$ cat src/rtl/writeback_scoreboard.sv
// -----------------------------------------------------------------------------
// writeback_scoreboard
//   Write end of the 32x32 register file in a 5-stage MIPS pipeline.
//   - MEM/WB pipeline register plus writeback mux, driving the file's
//     WE3/A3/WD3 write port one clock after the MEM stage.
//   - Per-register pending-write counters. Decode stalls on a RAW hazard
//     against any register that still has a write in flight.
//   - Same-cycle WB->ID bypass. The file only writes on the clock edge, but
//     decode reads it combinationally during the writeback cycle.
//
// Ports
//   clock, Regreset         rising-edge clock, asynchronous active-high reset
//   RegWriteM, MemtoRegM,   MEM-stage write enable, load/ALU select,
//   WriteRegM, ALUOutM,     destination register, ALU result
//   ReadDataM               and load data
//   IssueD, RegWriteD,      decode issue valid, decode writes a register,
//   WriteRegD, RsD, RtD     decode destination register, source registers
//   RD1, RD2                register file read data
//   WE3, A3, WD3            register file write port (registered)
//   SrcAD, SrcBD            bypassed decode operands
//   StallD                  RAW-hazard stall for fetch/decode
//   ScbErr                  sticky counter overflow/underflow flag
// -----------------------------------------------------------------------------
module writeback_scoreboard #(
  parameter int DATA_W = 32,
  parameter int ADDR_W = 5,
  parameter int CNT_W  = 2
) (
  input  logic              clock,
  input  logic              Regreset,
  input  logic              RegWriteM,
  input  logic              MemtoRegM,
  input  logic [ADDR_W-1:0] WriteRegM,
  input  logic [DATA_W-1:0] ALUOutM,
  input  logic [DATA_W-1:0] ReadDataM,
  input  logic              IssueD,
  input  logic              RegWriteD,
  input  logic [ADDR_W-1:0] WriteRegD,
  input  logic [ADDR_W-1:0] RsD,
  input  logic [ADDR_W-1:0] RtD,
  input  logic [DATA_W-1:0] RD1,
  input  logic [DATA_W-1:0] RD2,
  output logic              WE3,
  output logic [ADDR_W-1:0] A3,
  output logic [DATA_W-1:0] WD3,
  output logic [DATA_W-1:0] SrcAD,
  output logic [DATA_W-1:0] SrcBD,
  output logic              StallD,
  output logic              ScbErr
);

  localparam int NREG = 1 << ADDR_W;
  localparam logic [CNT_W-1:0] CNT_MAX = {CNT_W{1'b1}};

  // MEM/WB pipeline register
  logic              we3_q, we3_d;
  logic [ADDR_W-1:0] a3_q,  a3_d;
  logic [DATA_W-1:0] wd3_q, wd3_d;

  // Scoreboard state
  logic [CNT_W-1:0]  cnt_q [NREG];
  logic [CNT_W-1:0]  cnt_d [NREG];
  logic              err_q, err_d;
  logic [NREG-1:0]   busy;
  logic              inc_en;

  assign we3_d = RegWriteM;
  assign a3_d  = WriteRegM;
  assign wd3_d = MemtoRegM ? ReadDataM : ALUOutM;

  // Register 0 never holds a pending write, so it is excluded from inc and
  // from busy; its counter slot is tied to zero.
  assign inc_en = IssueD && RegWriteD && !StallD && (WriteRegD != '0);

  // A write retiring this cycle no longer counts as pending, so decode may
  // proceed and pick the value up from the bypass instead of the file.
  always_comb begin
    // NOTE: every always_comb output gets a default first so no path can leave it unassigned and infer a latch.
    busy = '0;
    for (int r = 1; r < NREG; r++) begin
      busy[r] = (cnt_q[r] - CNT_W'(we3_q && (a3_q == ADDR_W'(r)))) != '0;
    end
  end

  assign StallD = busy[RsD] | busy[RtD];

  always_comb begin
    err_d = err_q;
    for (int r = 0; r < NREG; r++) begin
      cnt_d[r] = cnt_q[r];
    end
    for (int r = 1; r < NREG; r++) begin
      logic inc, dec;
      inc = inc_en && (WriteRegD == ADDR_W'(r));
      dec = we3_q && (a3_q == ADDR_W'(r));
      if (inc && !dec) begin
        if (cnt_q[r] == CNT_MAX) err_d = 1'b1;         // saturate on overflow
        else                     cnt_d[r] = cnt_q[r] + 1'b1;
      end else if (dec && !inc) begin
        if (cnt_q[r] == '0)      err_d = 1'b1;         // hold at zero on underflow
        else                     cnt_d[r] = cnt_q[r] - 1'b1;
      end
    end
    cnt_d[0] = '0;
  end

  // NOTE: the counter array is reset like ordinary flops (not left as uninitialised RAM) because a reset must drop every pending write at once.
  always_ff @(posedge clock or posedge Regreset) begin
    if (Regreset) begin
      // NOTE: sequential state uses non-blocking assignments so every flop samples pre-edge values.
      we3_q <= 1'b0;
      a3_q  <= '0;
      wd3_q <= '0;
      err_q <= 1'b0;
      for (int r = 0; r < NREG; r++) cnt_q[r] <= '0;
    end else begin
      we3_q <= we3_d;
      a3_q  <= a3_d;
      wd3_q <= wd3_d;
      err_q <= err_d;
      for (int r = 0; r < NREG; r++) cnt_q[r] <= cnt_d[r];
    end
  end

  assign WE3    = we3_q;
  assign A3     = a3_q;
  assign WD3    = wd3_q;
  assign ScbErr = err_q;

  // Bypass beats file data; register 0 always reads the file (which returns zero).
  assign SrcAD = ((RsD != '0) && we3_q && (a3_q == RsD)) ? wd3_q : RD1;
  assign SrcBD = ((RtD != '0) && we3_q && (a3_q == RtD)) ? wd3_q : RD2;

endmodule

$ cat config.mk
export PLATFORM = sky130hd
export DESIGN_NAME = writeback_scoreboard
export DESIGN_NICKNAME = d
export VERILOG_FILES = /design/src/rtl/writeback_scoreboard.sv
export SDC_FILE = /design/constraint.sdc
export NUM_CORES = 1
export LEC_CHECK = 0
export BUFFER_PORTS_ARGS = -buffer_cell sky130_fd_sc_hd__buf_2
export CELL_PAD_IN_SITES_DETAIL_PLACEMENT = 0
export CELL_PAD_IN_SITES_GLOBAL_PLACEMENT = 1
export CORE_MARGIN = 4
export CORE_UTILIZATION = 33
export CTS_BUF_LIST = sky130_fd_sc_hd__clkbuf_16
export DETAILED_ROUTE_END_ITERATION = 10
export PLACE_DENSITY = 0.8
export SETUP_SLACK_MARGIN = 0.1
export SYNTH_ARGS = -nofsm -noshare
export SYNTH_HDL_FRONTEND = slang
export SYNTH_SLANG_ARGS = --single-unit
$ cat constraint.sdc
create_clock -name clock -period 7.3 [get_ports clock]
set_clock_uncertainty 0.05 [all_clocks]
set_input_delay 0.365 -clock clock [delete_from_list [all_inputs] [get_ports clock]]
set_output_delay 0.365 -clock clock [all_outputs]
set_load 0.05 [all_outputs]
# Word level (Yosys, flattened, before mapping)
# Index checks and enable logic that the tools add are counted.
# classes
add_sub_neg	93
n_lt_le_gt_ge	2
eq_ne	157
muxes	255
n_bitwise	1
n_reduce_logical	321
# ops
op	count
2-bit 2-to-1 mux	124
5-bit == test, second input constant	32
1-bit logical AND	131
1-bit 2-to-1 mux	126
2-bit != test, second input constant	62
2-bit nonzero test	62
32-bit 2-to-1 mux	3
3-bit AND reduction	31
5-bit by 4-bit == test with 1-bit output, second input constant	16
1-bit zero test	63
2-bit by 1-bit adder with 2-bit output, second input constant	31
2-bit == test, second input constant	31
2-bit zero test	31
2-bit by 1-bit subtractor with 2-bit output	31
2-bit by 1-bit subtractor with 2-bit output, second input constant	31
5-bit by 3-bit == test with 1-bit output, second input constant	8
5-bit by 2-bit == test with 1-bit output, second input constant	4
5-bit nonzero test	3
5-bit by 6-bit less-than comparator with 1-bit output, second input constant	2
1-bit binary-select mux with 5-bit select	2
5-bit by 1-bit == test with 1-bit output, second input constant	2
5-bit == test	2
1-bit OR	1
# totals
ff_bits	101
input_bits	154
elab_cells	864

# Depth between registers and ports, before layout
# logic_depth
ltp_word	105
depth_mapped	19
mapped_depth_nobuf	16

# Worst setup path after synthesis
# No wires, ideal clock.
# synth_path
kind	register to register
start	reg a3_q[3] (netlist: A3[3])
end	reg err_q (netlist: ScbErr)
setup_ps	136
arrival_ps	4005
setup_slack_ps	3109
path_stages_with_launch	17
path_buffers	2
period_less_slack_ps	4191
path_cell_list	dfrtp_1 buf_2 and4b_1 nand2_2 and2_1 o41a_1 a2111oi_0 o21ba_1 a311o_1 buf_2 nor4_1 ha_1 nor4b_1 nor4_1 nand4_1 nor4_1 nand3_1
# synth_via
elab_chain_cells	105
elab_cells_between_ends	409
# synth_rtl
item	line_no	source
start, declared	57	logic [ADDR_W-1:0] a3_q, a3_d;
start signal, assigned	112	a3_q <= '0;
start signal, assigned	118	a3_q <= a3_d;
5-bit by 1-bit == test with 1-bit output, or another cell as far along	81, 95	
1-bit logical AND	81, 95	
2-bit by 1-bit subtractor with 2-bit output	81	busy[r] = (cnt_q[r] - CNT_W'(we3_q && (a3_q == ADDR_W'(r)))) != '0;
2-bit nonzero test	81	
1-bit binary-select mux with 5-bit select	85	assign StallD = busy[RsD] | busy[RtD];
1-bit 2-to-1 mux (not written as such)	85	
1-bit OR	85	
1-bit zero test	73	assign inc_en = IssueD && RegWriteD && !StallD && (WriteRegD != '0);
[... 90 more ...]	--	
1-bit 2-to-1 mux	96	if (inc && !dec) begin
1-bit 2-to-1 mux	100	if (cnt_q[r] == '0) err_d = 1'b1;
1-bit 2-to-1 mux	99	end else if (dec && !inc) begin
1-bit 2-to-1 mux	96	
1-bit 2-to-1 mux	100	
1-bit 2-to-1 mux	99	
1-bit 2-to-1 mux (*)	96	
via err_d	63	logic err_q, err_d;
end signal, assigned	120	err_q <= err_d;
end, declared	63	
# Mark *: on every way through the listed nets, which the timed path passes. The rest lies on a longest branch. The select of a mux whose other input is x is not followed.
# A chain may end at the register's enable or synchronous reset.

# Worst setup path in the final report
# layout_path
start	reg a3_q[0] (netlist: A3[0])
end	reg err_q (netlist: ScbErr)
# The elaborated chain is that of the path after synthesis.

==> results.cfg <==
[power_and_ir_drop]
leakagePower_uw = 0.00476
power_density_mw_per_mm2 = 169
finalPower_uw = 1810
irDropWorstVdd_v = 0.000102

[global_route]
grt_start_max_net_pins = 70
grt_util_met2 = 0.330
wire_length_of_the_first_global_routing_pass_mm = 49.3
grt_usage = 0.220
groute.layer.met3.usage = 0.0673
grt_antenna_before_repair = 1
grt.met1_usage = 0.302
first_global_vias = 8236
grt.busiest_layer = met2
grt_remaining_overflow = 0

[synthesis]
cell_types_occupying_the_most_area_after_synthesis = sky130_fd_sc_hd__dfrtp_1 (29%), sky130_fd_sc_hd__mux2_2 (13%), sky130_fd_sc_hd__ha_1 (8.8%)
largest_family_of_logic_cells_by_synthesized_area = simple AND/OR/NAND/NOR gates
yosys.area_share.adder = 0.0938
per_instance_average_area_after_synthesis_um2 = 8.63
mappedNetlistArea_mm2 = 0.00880
synthesis.yosys.warnings = 0
synth_xor_xnor_area_share = 0.0189
netlist.top_cell.by_area = sky130_fd_sc_hd__dfrtp_1
synth_cells = 1020
synth.area.mux_share = 0.145
netlist-cell-type-count = 76
synth_compound_area_frac = 0.145
synth_enable_flop_cells = 0
yosysSeqAreaShare = 0.287
post-synth-top-area-fraction = 0.287
mappedNetlistNets = 1236
synth_seq_cells = 101
synthFlopType = sky130_fd_sc_hd__dfrtp_1
async_set_or_reset_flop_fraction_in_the_synthesized_netlist = 1.00
post_synthesis_share_of_cell_area_spent_on_and_or_nand_and_nor_gates = 0.255

[die]
die_extent_in_x_um = 171
fp.coreArea_mm2 = 0.0261
floorplan.initialDensity = 0.337
floorplan.die_area_mm2 = 0.0293
top_level_ports = 258
die_height_um = 171
placement_rows = 59

[route]
route.vias.total = 9041
wirelength_mm = 34.4
ant_nets = 0
detail_route.first_pass.iterations = 7
drc = 0
final_routed_wire_length_divided_by_cell_count_um = 21.7
avgViaCountPerCell = 5.70
drtIter0Drc = 866

[clocking]
clk_transition_reported_paths_ns = 0.08
post_cts_resize_count = 0
cts_made_buffers = 9
clkLatencyLatePin_ns = 0.37
clk_root_buffer_cell = sky130_fd_sc_hd__clkbuf_16
clock_tree.htree_level_count = 3
clk_path_buf_depth = 2
cts_tree = built
clock_sinks = 101

[finish]
area_delta_synth_final_pct = 21.4
layout_commonest_cell = sky130_fd_sc_hd__buf_2
most-common-layout-cells = sky130_fd_sc_hd__buf_2 (257), sky130_fd_sc_hd__dfrtp_1 (101), sky130_fd_sc_hd__mux2_2 (99), sky130_fd_sc_hd__nand2_1 (90), sky130_fd_sc_hd__o21ai_0 (89)
multiInputGateArea_mm2 = 0.00581
total_of_fill_cells_in_the_finished_design = 2691
fin_nets = 1461
final_core_utilization = 0.409
layout.area.seq_mm2 = 0.00253
ratio_of_cells_with_drive_above_1_in_the_final_layout = 0.321

[sta]
tightest_slew_margin_relative_to_the_limit = 0.290
minimum_clock_period_ns = 5.64
max_freq_mhz = 177
tightest_slew_ns = 1.07
final.setup.worst_slack_ns = 1.66
fin_setup_tns_ns = 0
unrepaired_setup_endpoints_after_global_routing = no
report.final.setup_viol = 0
final_hold_viol_count = 0
timing.final.max_slew_violations = 0
min_period_over_period = 0.772

[status]
outcome = finished, final reports clean

[min_path]
hp-class = in2reg

[worst_setup_path]
critical_path_required_ns = 7.49
crit_fanout = 21
timing.critical_path.to_type = flip-flop
cp.arrival_ns = 5.83
worstSetupStartpointType = flip-flop
category_of_the_most_critical_setup_path = reg2reg

[place]
port-buffer-count = 257
dpl.hpwl_mm = 26.9
preCtsSetupSlack_ns = 1.75
finalWeightedCongestion = 1.03

[flow_run]
timing.max_cap.violations = 0
state kept, by name, indices dropped and copies added, names as in the netlist:
signal,flops
A3,5
ScbErr,1
WD3,32
WE3,1
cnt_q,62
layer usage:
layer,wire [um],vias to the layer above
met5,0,-
met4,1220,0
met3,3290,74
met2,15200,426
met1,14600,4302
li1,-,4239
synth_stat cells, drive strengths merged (3+ instances only):
library cell,number
nor3,23
nor4,40
o211ai,4
and3,7
or2,5
clkbuf,26
nand4bb,3
buf,28
nor4b,29
nand3,21
o31a,8
nand2,91
nand4b,6
nor2b,33
a21oi,21
a31oi,21
o21ai,93
inv,64
mux2i,15
dfrtp,101
o31ai,10
mux2,100
nor2,53
maj3,5
nor3b,5
a2111oi,4
and2,11
or3,12
ha,62
xor2,10
a32oi,4
o2111ai,3
nand4,41
nand2b,7
a211oi,9
xnor2,9
logic make-up after synthesis:
family,count (synthesis)
flip-flops,101
adder cells (fa/ha/maj),67
buffers and inverters,118
XOR/XNOR,19
multiplexers,115
AO/OA/AOI/OAI,201
AND/OR/NAND/NOR,399
power by group:
part           total [uW]  switching, uW  internal [uW]
sequential            728            105            623
combinational         556            371            185
clock                 526            253            273
area by class of cell:
type | instances | area share
multi-input cells | 801 | 0.544
flip-flops and latches | 101 | 0.236
repair buffers | 268 | 0.128
well taps | 335 | 0.0392
inverters | 64 | 0.0227
clock buffers | 9 | 0.0211
clock inverters | 7 | 0.00808
diodes | 1 | 0.000234
worst paths after layout:
check / startpoint / to / slack [ns] / cells after the start
min in group asynchronous: Regreset / WD3[1] / 0.49 / 3
min reg2reg: cnt_q[56] / cnt_q[56] / 0.47 / 2
max reg2reg: A3[0] / ScbErr / 1.66 / 15
max: A3[0] / ScbErr / 1.66 / 15
max in group asynchronous: Regreset / cnt_q[30] / 5.40 / 4
min: WriteRegM[2] / A3[2] / 0.07 / 1
worst max-delay path, cell delays in order, from the launching register on:
cell and delay (ns):
sky130_fd_sc_hd__dfrtp_1 0.55, sky130_fd_sc_hd__nor2b_1 0.70, sky130_fd_sc_hd__nand2_2 0.15, sky130_fd_sc_hd__and2_1 0.22, sky130_fd_sc_hd__o41a_1 0.36, sky130_fd_sc_hd__a2111oi_0 0.37
sky130_fd_sc_hd__o21ba_1 0.25, sky130_fd_sc_hd__a311o_1 0.50, sky130_fd_sc_hd__buf_4 0.28, sky130_fd_sc_hd__nor4_1 0.46, sky130_fd_sc_hd__ha_1 0.34, sky130_fd_sc_hd__nor4b_1 0.09
sky130_fd_sc_hd__nor4_1 0.50, sky130_fd_sc_hd__nand3_1 0.29, sky130_fd_sc_hd__nor4_1 0.32, sky130_fd_sc_hd__nand3_1 0.09
stage by stage:
stage	instances	area (um2)	hold slack [ns]
after global routing	1585	10700	0.0648
after detailed placement	1568	10400	0.357
after CTS	1585	10700	0.0661
after global placement	1568	10400	0.345
after floorplan	1020	8800	0.346
final	1586	10700	0.0707
timing repair:
action,4_1_cts,5_1_grt
hold endpoints to repair,32,0
hold buffers,1,0
endpoints found under the setup margin,0,0
buffers inserted,0,0
Note: power is estimated with default switching activity, not from simulation.
